<file path="src/rtl/mem_access_unit.sv">
// mem_access_unit
//   Load/store sequencer between the core memory stage and a word-wide data
//   memory. Byte and halfword stores are done as read-modify-write. Loads
//   return sign- or zero-extended lane data. busy/done stall the core.
//
// Ports
//   clock, reset        rising-edge clock, async active-high reset
//   req, we, size,      access request (sampled in IDLE only), store flag,
//   ld_unsigned         size (00 b, 01 h, 10 w, 11 reserved), zero-extend
//   addr, wdata         byte address, right-justified store data
//   busy, done, err     state != IDLE, completion pulse, rejected access
//   rdata               last load result
//   mem_address         word index of the registered address
//   mem_write_data      word written during WR
//   mem_write, mem_read d_mem strobes
//   mem_read_data       d_mem read data (combinational from mem_address)
//
// state | meaning
// IDLE  | waiting for req
// RD    | reading target word (load, or first half of sub-word store)
// WR    | writing word or merged word
// DONE  | access complete, done pulse
// ERR   | access rejected, done + err pulse
module mem_access_unit #(
  parameter int ADDR_W          = 32,
  parameter bit ERR_ON_MISALIGN = 1'b1
) (
  input  logic              clock,
  input  logic              reset,
  input  logic              req,
  input  logic              we,
  input  logic [1:0]        size,
  input  logic              ld_unsigned,
  input  logic [ADDR_W-1:0] addr,
  input  logic [31:0]       wdata,
  output logic              busy,
  output logic              done,
  output logic              err,
  output logic [31:0]       rdata,
  output logic [ADDR_W-1:0] mem_address,
  output logic [31:0]       mem_write_data,
  output logic              mem_write,
  output logic              mem_read,
  input  logic [31:0]       mem_read_data
);

  localparam logic [2:0] IDLE = 3'd0;
  localparam logic [2:0] RD   = 3'd1;
  localparam logic [2:0] WR   = 3'd2;
  localparam logic [2:0] DONE = 3'd3;
  localparam logic [2:0] ERR  = 3'd4;

  localparam logic [1:0] SZ_B = 2'b00;
  localparam logic [1:0] SZ_H = 2'b01;
  localparam logic [1:0] SZ_W = 2'b10;

  logic [2:0]        state;
  logic [ADDR_W-1:0] addr_q;
  logic              we_q;
  logic [1:0]        size_q;
  logic              uns_q;
  logic [31:0]       wdata_q;
  logic [31:0]       word_q;

  logic              misalign;
  logic              reject;
  logic [ADDR_W-1:0] addr_al;

  function automatic logic [31:0] lane_extract(input logic [31:0] w,
                                               input logic [1:0]  a,
                                               input logic [1:0]  sz,
                                               input logic        uns);
    logic [7:0]  b;
    logic [15:0] h;
    logic [31:0] r;
    b = w[{a, 3'b000} +: 8];
    h = a[1] ? w[31:16] : w[15:0];
    case (sz)
      SZ_B:    r = {{24{~uns & b[7]}}, b};
      SZ_H:    r = {{16{~uns & h[15]}}, h};
      default: r = w;
    endcase
    return r;
  endfunction

  function automatic logic [31:0] lane_merge(input logic [31:0] w,
                                             input logic [1:0]  a,
                                             input logic [1:0]  sz,
                                             input logic [31:0] d);
    logic [31:0] m;
    m = w;
    case (sz)
      SZ_B: m[{a, 3'b000} +: 8] = d[7:0];
      SZ_H: begin
        if (a[1]) m[31:16] = d[15:0];
        else      m[15:0]  = d[15:0];
      end
      default: m = d;
    endcase
    return m;
  endfunction

  // Reserved size is always rejected; real misalignment only when enabled.
  always_comb begin
    misalign = 1'b0;
    case (size)
      SZ_H:    misalign = addr[0];
      SZ_W:    misalign = (addr[1:0] != 2'b00);
      default: misalign = 1'b0;
    endcase
    reject = (size == 2'b11) | (ERR_ON_MISALIGN & misalign);
  end

  // With rejection disabled, misaligned addresses snap down to the lane.
  always_comb begin
    addr_al = addr;
    if (!ERR_ON_MISALIGN) begin
      if (size == SZ_H) addr_al[0]   = 1'b0;
      if (size == SZ_W) addr_al[1:0] = 2'b00;
    end
  end

  always_ff @(posedge clock or posedge reset) begin
    if (reset) begin
      state   <= IDLE;
      addr_q  <= '0;
      we_q    <= 1'b0;
      size_q  <= 2'b00;
      uns_q   <= 1'b0;
      wdata_q <= '0;
      word_q  <= '0;
      rdata   <= '0;
    end else begin
      case (state)
        IDLE: begin
          if (req) begin
            addr_q  <= addr_al;
            we_q    <= we;
            size_q  <= size;
            uns_q   <= ld_unsigned;
            wdata_q <= wdata;
            if (reject)                  state <= ERR;
            else if (we && size == SZ_W) state <= WR;
            else                         state <= RD;
          end
        end
        RD: begin
          if (!we_q) begin
            word_q <= mem_read_data;
            rdata  <= lane_extract(mem_read_data, addr_q[1:0], size_q, uns_q);
            state  <= DONE;
          end else begin
            word_q <= lane_merge(mem_read_data, addr_q[1:0], size_q, wdata_q);
            state  <= WR;
          end
        end
        WR:      state <= DONE;
        DONE:    state <= IDLE;
        ERR:     state <= IDLE;
        default: state <= IDLE;
      endcase
    end
  end

  assign busy        = (state != IDLE);
  assign mem_read    = (state == RD);
  assign mem_write   = (state == WR);
  assign done        = (state == DONE) | (state == ERR);
  assign err         = (state == ERR);
  assign mem_address = {2'b00, addr_q[ADDR_W-1:2]};

  // Word stores write the captured data directly; sub-word stores write the
  // merged word built during RD.
  always_comb begin
    mem_write_data = '0;
    if (state == WR) mem_write_data = (size_q == SZ_W) ? wdata_q : word_q;
  end

endmodule

</file>
<file path="config.mk">
export PLATFORM = sky130hd
export DESIGN_NAME = mem_access_unit
export DESIGN_NICKNAME = d
export VERILOG_FILES = /design/src/rtl/mem_access_unit.sv
export SDC_FILE = /design/constraint.sdc
export NUM_CORES = 1
export LEC_CHECK = 0
export ABC_AREA = 1
export CAP_MARGIN = 40
export CORE_MARGIN = 1.5
export CORE_UTILIZATION = 37
export DETAILED_ROUTE_END_ITERATION = 6
export GPL_ROUTABILITY_DRIVEN = 1
export GPL_TIMING_DRIVEN = 0
export HOLD_SLACK_MARGIN = 0.03
export SLEW_MARGIN = 20
export SYNTH_ARGS = -nofsm -noshare
export SYNTH_HDL_FRONTEND = slang
export SYNTH_SLANG_ARGS = --single-unit
</file>
<file path="constraint.sdc">
create_clock -name clock -period 7.5 [get_ports clock]
set_input_delay 0.75 -clock clock [delete_from_list [all_inputs] [get_ports clock]]
set_output_delay 0.75 -clock clock [all_outputs]
set_load 0.01 [all_outputs]
</file>
==> flow_metrics.tcl, run 1 <==
set metrics [dict create \
    status "finished, final reports clean" \
    start_util 0.376 \
    final-seq-area_um2 3380 \
    use_met3 0.0633 \
    n_antenna_cell 0 \
    yosysSeqAreaShare 0.427 \
    multiInputGateArea_um2 3620 \
    ir_worst_vdd_uv 191 \
    stdcell_count 1653 \
    cp_slowest_stage_delay_ns 0.61 \
    p_leak_nw 5.29 \
    powerDensity_nw_per_um2 444 \
    pin_count 204 \
    antenna_found_initial 0 \
    swShare 0.444 \
    report.final.setup_viol 0 \
    hp-class "flop to flop" \
    synth_top_area_share 0.427 \
    drt_first_pass_iters 5 \
    insertion_delay_ns 0.44 \
    cts_max_level 4 \
    yosysTopAreaCell "dfrtp_1" \
    clk_path_buf_depth 2 \
    grt_max_degree 69 \
    vias 8248 \
    fmax_ghz 0.282 \
    grt_busiest_layer "met2" \
    dominantRegCellSynth "dfrtp_1" \
    syn_inst 1143 \
    intPower_mw 2.70 \
    synth_seq_cells 135 \
    power.switching_mw 2.16 \
    cts_tree "done" \
    clkSlewWorstSetupHoldPaths_ns 0.06 \
    critical_path_required_ns 6.75 \
    synth_edf_count 0 \
    met1_usage 0.363 \
    period_needed_ns 3.55 \
    drv_slew 0 \
    overflow 0 \
    fill_cells 2106 \
    syn_to_final_growth_pct 38.1 \
    crit_fanout 10 \
    cp.buffers_inverters 4 \
    tightest_slew_ns 0.619 \
    crit_path_cell_trace "buf_4 > clkinv_2 > nor2_1 > buf_2 > o21ai_0 > a21oi_1 > clkdlybuf4s50_1" \
    r2r_slack_ns 5.21 \
    cp_data_arrival_time_ns 2.80 \
    io_buffers 201 \
    yosysWarnings 0 \
    hpwl_mm 22.2 \
    p_total_mw 4.85 \
    path_delay_family "buffers and inverters" \
    die_width_um 149 \
    wl_per_cell_um 17.5 \
    via_per_inst 4.99 \
    min_period_over_period 0.473 \
    finalSetupTns_ns 0 \
    synth_common_cells "474 x nand2_1, 135 x dfrtp_1, 97 x a21oi_1" \
    crit_path_top_delay_cell "clkdlybuf4s50_1" \
    antenna_left 0 \
    dieArea_um2 22300 \
    drc_errors 0 \
    clock_sink_count 135 \
    hold_slack_ns 0.480 \
    yosys-top-cells-area "dfrtp_1 43%, nand2_1 23%, a21oi_1 6.1%" \
    critPathLaunchType "flop" \
    final_layout_size_suffix_gt1_frac 0.0827 \
    syn_avg_cell_area_um2 6.92 \
    core_area_um2 21000 \
    drt_first_iter_violations 600 \
    holdBufCountCts 0 \
    final_util 0.519 \
    use_met2 0.415 \
    numCtsBuffers 17 \
    hold_viol 0 \
    yosysUniqueCellTypes 28 \
    clkPwrFrac 0.184 \
    synth.most_common_cell "nand2_1" \
    crit_type "flop to output port" \
    comb_power_share 0.544 \
    fin_skew_ns 0.0111 \
    synth_area_um2 7910 \
    dp_cells 1621 \
    async_flop_share 1.00 \
    root_buffer "clkbuf_16" \
    cp-end-kind "output port" \
    gr-usage-all-layers 0.268 \
    wl_mm 28.9 \
    maxSlewHeadroom 0.583 \
    row_count 53 \
    first_global_vias 8002 \
    cts_resized 0 \
    fp.dieH_um 149 \
    seqPwrFrac 0.272 \
    maxCapViolations 0 \
    gp_congestion 0.932 \
    fin_nets 1476 \
    post_cts_buffers 0 \
    grt_pass1_wl_mm 45.2 \
    rsz0062_at_grt "no" \
]
-- worst min-delay path: stages, from the launching register on --
cell	delay (ns)
dfrtp_1	0.34
nand2_1	0.05
nand2_1	0.05
-- power by group through the flow --
| stage | clock [mW] | combinational (mW) | sequential, mW |
|---|---|---|---|
| after global placement | 0 | 2.61 | 1.32 |
| after CTS | 0.905 | 2.64 | 1.31 |
| after global routing | 0.937 | 2.94 | 1.36 |
| after detailed placement | 0 | 2.63 | 1.32 |
| after floorplan | 0 | 1.57 | 1.29 |
| final | 0.894 | 2.64 | 1.32 |
-- layer usage --
layer,share of wire,vias to the layer above
li1,-,4022
met3,0.086,39
met1,0.44,3836
met2,0.45,351
met4,0.028,0
met5,0,-
-- placed cells by master, fill, tap and decap left out, types with 2 or more instances in the layout --
cell type,netlist,layout
clkbuf_1,21,21
buf_4,33,33
dfrtp_1,135,135
nor2_1,66,66
bufinv_16,0,3
ha_1,8,8
clkbuf_16,0,17
inv_1,83,82
o21ai_1,26,26
nor2_4,2,2
buf_1,5,5
nand4_1,7,7
nand2_2,2,2
conb_1,1,2
a21oi_1,97,97
buf_2,24,24
clkinv_1,3,3
clkdlybuf4s50_1,0,201
nand2_1,474,474
buf_6,9,9
inv_8,0,3
o21ai_0,95,95
clkinv_2,1,3
a211oi_1,19,19
inv_6,0,4
inv_2,5,5
nand2_4,2,2
clkinv_4,0,4
nand3_1,20,20
-- area by class of cell --
class                   instances  area share
flip-flops and latches        135       0.309
inverters                      92      0.0324
multi-input cells             825       0.331
repair buffers                202       0.187
clock inverters                15      0.0176
clock buffers                  17      0.0390
plain buffers                  92      0.0519
well taps                     275      0.0315
-- cell families (layout without fill, tap and decap cells) --
logic type	count (synthesis)	in the layout	synth area share
buf+inv	184	418	0.116
compound gates	238	238	0.157
fa+ha+maj	8	8	0.0127
other cells	1	2	0.000474
simple gates	577	577	0.287
flops	135	135	0.427
-- state kept, by name, summed over array words and instances (netlist names) --
| signal | count |
|---|---|
| addr_q | 32 |
| rdata | 32 |
| size_q | 2 |
| state | 3 |
| uns_q | 1 |
| wdata_q | 32 |
| we_q | 1 |
| word_q | 32 |
-- path summary, 6_finish.rpt --
| path | from | endpoint | depth (start not counted) |
|---|---|---|---|
| setup / recovery | size_q[1] | mem_write_data[5] | 7 |
| hold / removal | word_q[25] | word_q[25] | 2 |
| setup reg to reg | addr_q[1] | word_q[13] | 11 |
| hold reg to reg | word_q[25] | word_q[25] | 2 |
| max in group asynchronous | reset | rdata[31] | 3 |
| min in group asynchronous | reset | addr_q[18] | 2 |
-- metrics by stage --
step           area (um2)  worst slack [ns]
2_1_floorplan        7910              3.14
3_3_place_gp        10300              1.00
3_5_place_dp        10300              4.55
4_1_cts             10900              4.04
5_1_grt             10900              3.85
6_report            10900              3.95
Power figures use the tool's default switching activity.
==> run 2: changes to the inputs <==
clock period = 3.5 ns   (was 7.5 ns; I/O delays follow)
==> run 2 against run 1 <==
  * Flip-flop and latch count is the same
  * Combinational power grew 120%
  * Register-to-register slack lost 4.0 ns
  * Critical path type unchanged
  * Largest cell class unchanged
==> flow_metrics.tcl, run 2 (same netlist as run 1, synthesis figures left out) <==
set metrics [dict create \
    status "finished, final reports clean" \
    insertion_delay_ns 0.43 \
    dp_cells 1624 \
    intPower_mw 5.64 \
    holdBufCountCts 0 \
    final_cell_mix "474 x nand2_1, 201 x clkdlybuf4s50_1, 135 x dfrtp_1, 97 x a21oi_1, 95 x o21ai_0" \
    core_area_um2 21000 \
    drt_first_pass_iters 5 \
    cts_resized 0 \
    clkPwrFrac 0.172 \
    crit_path_top_delay_cell "clkdlybuf4s50_1" \
    crit_path_cell_trace "buf_4 > clkinv_2 > nor2_1 > buf_2 > o21ai_0 > a21oi_1 > clkdlybuf4s50_1" \
    maxSlewHeadroom 0.547 \
    final_util 0.520 \
    antenna_left 0 \
    grt_max_degree 35 \
    final_common_cell "nand2_1" \
    start_util 0.376 \
    stdcell_count 1656 \
    p_leak_nw 5.28 \
    overflow 0 \
    maxCapViolations 0 \
    clock_sink_count 135 \
    antenna_found_initial 0 \
    drv_slew 0 \
    fin_nets 1479 \
    hold_viol 0 \
    hpwl_mm 22.4 \
    min_period_over_period 0.875 \
    gp_congestion 0.943 \
    first_global_vias 8051 \
    r2r_start "addr_q[1]" \
    row_count 53 \
    numCtsBuffers 17 \
    report.final.setup_viol 0 \
    final_layout_size_suffix_gt1_frac 0.0847 \
    swShare 0.452 \
    seqPwrFrac 0.275 \
    crit_fanout 10 \
    post_cts_buffers 0 \
    period_needed_ns 3.06 \
    fp.dieH_um 149 \
    critPathLaunchType "flop" \
    cp_slowest_stage_delay_ns 0.62 \
    drc_errors 0 \
    finalSetupTns_ns 0 \
    fin_skew_ns 0.0148 \
    comb_power_share 0.553 \
    pin_count 204 \
    cp_data_arrival_time_ns 2.71 \
    powerDensity_nw_per_um2 941 \
    gr-usage-all-layers 0.269 \
    path_delay_family "buffers and inverters" \
    io_buffers 201 \
    syn_to_final_growth_pct 38.2 \
    critical_path_required_ns 3.15 \
    root_buffer "clkbuf_16" \
    vias 8278 \
    fill_cells 2112 \
    via_per_inst 5.00 \
    cts_max_level 4 \
    n_antenna_cell 0 \
    ir_worst_vdd_uv 416 \
    die_width_um 149 \
    dieArea_um2 22300 \
    wl_mm 29.2 \
    grt_pass1_wl_mm 45.3 \
    power.switching_mw 4.65 \
    rsz0062_at_grt "no" \
    drt_first_iter_violations 558 \
    dpl-instance-area_um2 10400 \
    cp.buffers_inverters 4 \
    hp-class "input port to async pin" \
    tightest_slew_ns 0.678 \
    fmax_ghz 0.326 \
    crit_type "flop to output port" \
    design_area_um2 10900 \
    clkSlewWorstSetupHoldPaths_ns 0.07 \
    cp-end-kind "output port" \
    wl_per_cell_um 17.6 \
    worstSetupStartpoint "size_q[1]" \
    cts_tree "done" \
    clk_path_buf_depth 2 \
]
-- run 2: cell types whose count changed in the layout (fill, tap and decap cells not counted) --
cell	delta
buf_12	+3
bufinv_16	-2
clkinv_4	+1
clkinvlp_4	+3
inv_8	-2
-- run 2: final cells by class --
cell class | count | area [um2] | area share
tap | 275 | 344 | 0.0315
sequential | 135 | 3380 | 0.309
inverter | 92 | 350 | 0.0321
clock buffer | 17 | 425 | 0.0389
timing repair buffer | 205 | 2100 | 0.192
multi-input combinational | 825 | 3620 | 0.331
clock inverter | 15 | 145 | 0.0133
buffer | 92 | 567 | 0.0519
-- run 2: per-stage QoR --
stage,hold WS (ns),power (mW),worst slack [ns]
final,0.365,10.3,0.437
after detailed placement,0.466,8.48,0.892
after global routing,0.414,11.1,0.281
after floorplan,0.444,6.14,1.47
after global placement,0.456,8.41,0.146
after CTS,0.371,10.3,0.419
-- run 2: worst paths after layout --
path | to | slack (ns) | depth (start not counted)
worst max-delay path | mem_write_data[5] | 0.44 | 7
worst min register to register | word_q[25] | 0.48 | 2
max in group asynchronous | word_q[14] | 2.28 | 4
worst max register to register | word_q[14] | 1.25 | 11
worst min-delay path | addr_q[18] | 0.37 | 2
min in group clock | addr_q[2] | 0.45 | 3
-- run 2: layer usage --
metal  wire length (um)  GRT usage  part of all wire  vias to the layer above
met5                  0          0                 0                        -
met4                844     0.0975             0.029                        0
met3               2240     0.0612             0.077                       43
met2              13100      0.415              0.45                      343
met1              12900      0.370              0.44                     3855
li1                   -          -                 -                     4037
-- run 2: worst reg2reg max path: stages (launching register included) --
cell	delay, ns
dfrtp_1	0.38
buf_2	0.23
inv_1	0.14
ha_1	0.32
inv_1	0.06
nor2_1	0.40
nand2_1	0.18
o21ai_0	0.22
nand2_1	0.08
nand2_1	0.07
nand2_1	0.05
nand2_1	0.05
-- run 2: power groups by stage --
stage          registers (mW)  clock network (mW)  logic, mW
2_1_floorplan            2.77                   0       3.37
3_3_place_gp             2.83                   0       5.59
3_5_place_dp             2.83                   0       5.64
4_1_cts                  2.82                1.80       5.67
5_1_grt                  2.91                1.88       6.29
6_report                 2.83                1.77       5.69
==> run 3: changes to the inputs <==
--- a/config.mk
+++ b/config.mk
@@ -9,9 +9,10 @@
 export CAP_MARGIN = 40
 export CORE_MARGIN = 1.5
-export CORE_UTILIZATION = 37
+export CORE_UTILIZATION = 50
 export DETAILED_ROUTE_END_ITERATION = 6
 export GPL_ROUTABILITY_DRIVEN = 1
 export GPL_TIMING_DRIVEN = 0
 export HOLD_SLACK_MARGIN = 0.03
+export PLACE_DENSITY = 0.82
 export SLEW_MARGIN = 20
 export SYNTH_ARGS = -nofsm -noshare
==> constraint.sdc (replaced) <==
create_clock -name clock -period 3.5 [get_ports clock]
set_input_delay 0.35 -clock clock [delete_from_list [all_inputs] [get_ports clock]]
set_output_delay 0.35 -clock clock [all_outputs]
set_load 0.1 [all_outputs]
==> run 3 against run 2 <==
  * The flow now finishes with violations (design-rule violations)
  * Utilization increased by 30 points
  * Via count increased by 19%
  * Hold slack got worse by 0.025 ns
  * Cell area increased by 15%
  * Die area decreased by 26%
  * Routed wire length increased by 23%
  * Non-clock buffer count increased by 99
  * Register-to-register slack got worse by 0.04 ns
  * Clock skew decreased by 0.0071 ns
  * Flip-flop and latch count unchanged
  * Cell count increased by 2.1%
  * Critical endpoint is now mem_write_data[6]
  * Largest cell class is now non-clock buffers
==> flow_metrics.tcl, run 3 (same netlist as run 1, synthesis figures left out) <==
set metrics [dict create \
    status "complete, but fails checks" \
    violations "design-rule violations" \
    fin_skew_ns 0.00769 \
    clock_sink_count 135 \
    min_period_over_period 0.981 \
    grt_busiest_layer "met2" \
    drc_errors 14 \
    r2r_slack_ns 1.21 \
    grt_pass1_wl_mm 55.2 \
    critical_path_required_ns 3.15 \
    maxCapViolations 0 \
    wl_mm 35.8 \
    rsz0062_at_grt "no" \
    cp_slowest_stage_delay_ns 0.61 \
    gp_congestion 0.983 \
    drv_slew 0 \
    drt_first_pass_iters 7 \
    hold_slack_ns 0.340 \
    core_area_um2 15300 \
    clkSlewWorstSetupHoldPaths_ns 0.06 \
    clk_path_buf_depth 2 \
    fin_ws_ns 0.0661 \
    via_per_inst 5.82 \
    use_met2 0.725 \
    first_global_vias 9960 \
    hp-class "input port to async pin" \
    final_layout_size_suffix_gt1_frac 0.151 \
    grt_max_degree 35 \
    antenna_found_initial 0 \
    crit_fanout 10 \
    pin_count 204 \
    fin_nets 1578 \
    cts_max_level 4 \
    syn_to_final_growth_pct 59.4 \
    fill_cells 881 \
    holdBufCountCts 0 \
    multiInputGateArea_um2 3660 \
    met1_usage 0.526 \
    path_delay_family "buffers and inverters" \
    period_needed_ns 3.43 \
    gr-usage-all-layers 0.444 \
    fp.dieH_um 129 \
    final_cell_mix "474 x nand2_1, 201 x clkdlybuf4s50_1, 135 x dfrtp_1, 97 x a21oi_1, 95 x o21ai_0" \
    critPathLaunchType "flop" \
    overflow 0 \
    cp_data_arrival_time_ns 3.08 \
    crit_type "flop to output port" \
    vias 9836 \
    cp-end-kind "output port" \
    tightest_slew_ns 0.620 \
    cts_tree "done" \
    root_buffer "clkbuf_16" \
    cts_resized 0 \
    hpwl_mm 25.4 \
    crit_path_cell_trace "buf_4 > clkinv_2 > nor2_1 > buf_2 > o21ai_0 > a21oi_1 > clkdlybuf4s50_1 > buf_8" \
    numCtsBuffers 17 \
    io_buffers 201 \
    n_antenna_cell 0 \
    fmax_ghz 0.291 \
    use_met3 0.117 \
    final_common_cell "nand2_1" \
    cp.buffers_inverters 5 \
    drt_first_iter_violations 1535 \
    die_width_um 129 \
    row_count 45 \
    final-seq-area_um2 3380 \
    report.final.setup_viol 0 \
    maxSlewHeadroom 0.587 \
    insertion_delay_ns 0.43 \
    hold_viol 0 \
    dieArea_um2 16600 \
    start_util 0.516 \
    wl_per_cell_um 21.2 \
    pre_cts_ws_ns 0.774 \
    crit_path_top_delay_cell "clkdlybuf4s50_1" \
    antenna_left 0 \
    post_cts_buffers 0 \
]
run 3: routing by layer:
metal	up-vias	wire length, um	part of all wire
met5	-	0	0
met4	0	2410	0.067
met3	235	4230	0.12
met2	875	16600	0.46
met1	4497	12600	0.35
li1	4229	-	-
run 3: worst paths after layout:
check / cells after the start / to / from
max in group asynchronous: 5 / rdata[7] / reset
min in group clock: 3 / wdata_q[22] / wdata[22]
setup reg to reg: 10 / word_q[19] / addr_q[0]
setup / recovery: 8 / mem_write_data[6] / size_q[1]
hold / removal: 2 / addr_q[11] / reset
hold reg to reg: 2 / rdata[8] / rdata[8]
run 3: stage by stage:
step,util,std cells,TNS (ns),instance area (um2)
2_1_floorplan,-,1144,-0.735,7960
3_3_place_gp,0.668,1556,0,10200
3_5_place_dp,0.784,1659,0,12000
4_1_cts,0.823,1691,0,12600
5_1_grt,0.823,1691,0,12600
6_report,0.823,1691,0,12600
run 3: layout make-up:
cell class	instances	share of cell area
timing repair buffer	304	0.300
multi-input combinational	825	0.291
sequential	135	0.268
buffer	92	0.0450
clock buffer	21	0.0373
inverter	92	0.0278
tap	211	0.0209
clock inverter	11	0.00973
Power of run 3 is left out: the tool's default activity adds up to more than one toggle a clock period on the data nets, which glitch-free logic cannot reach.
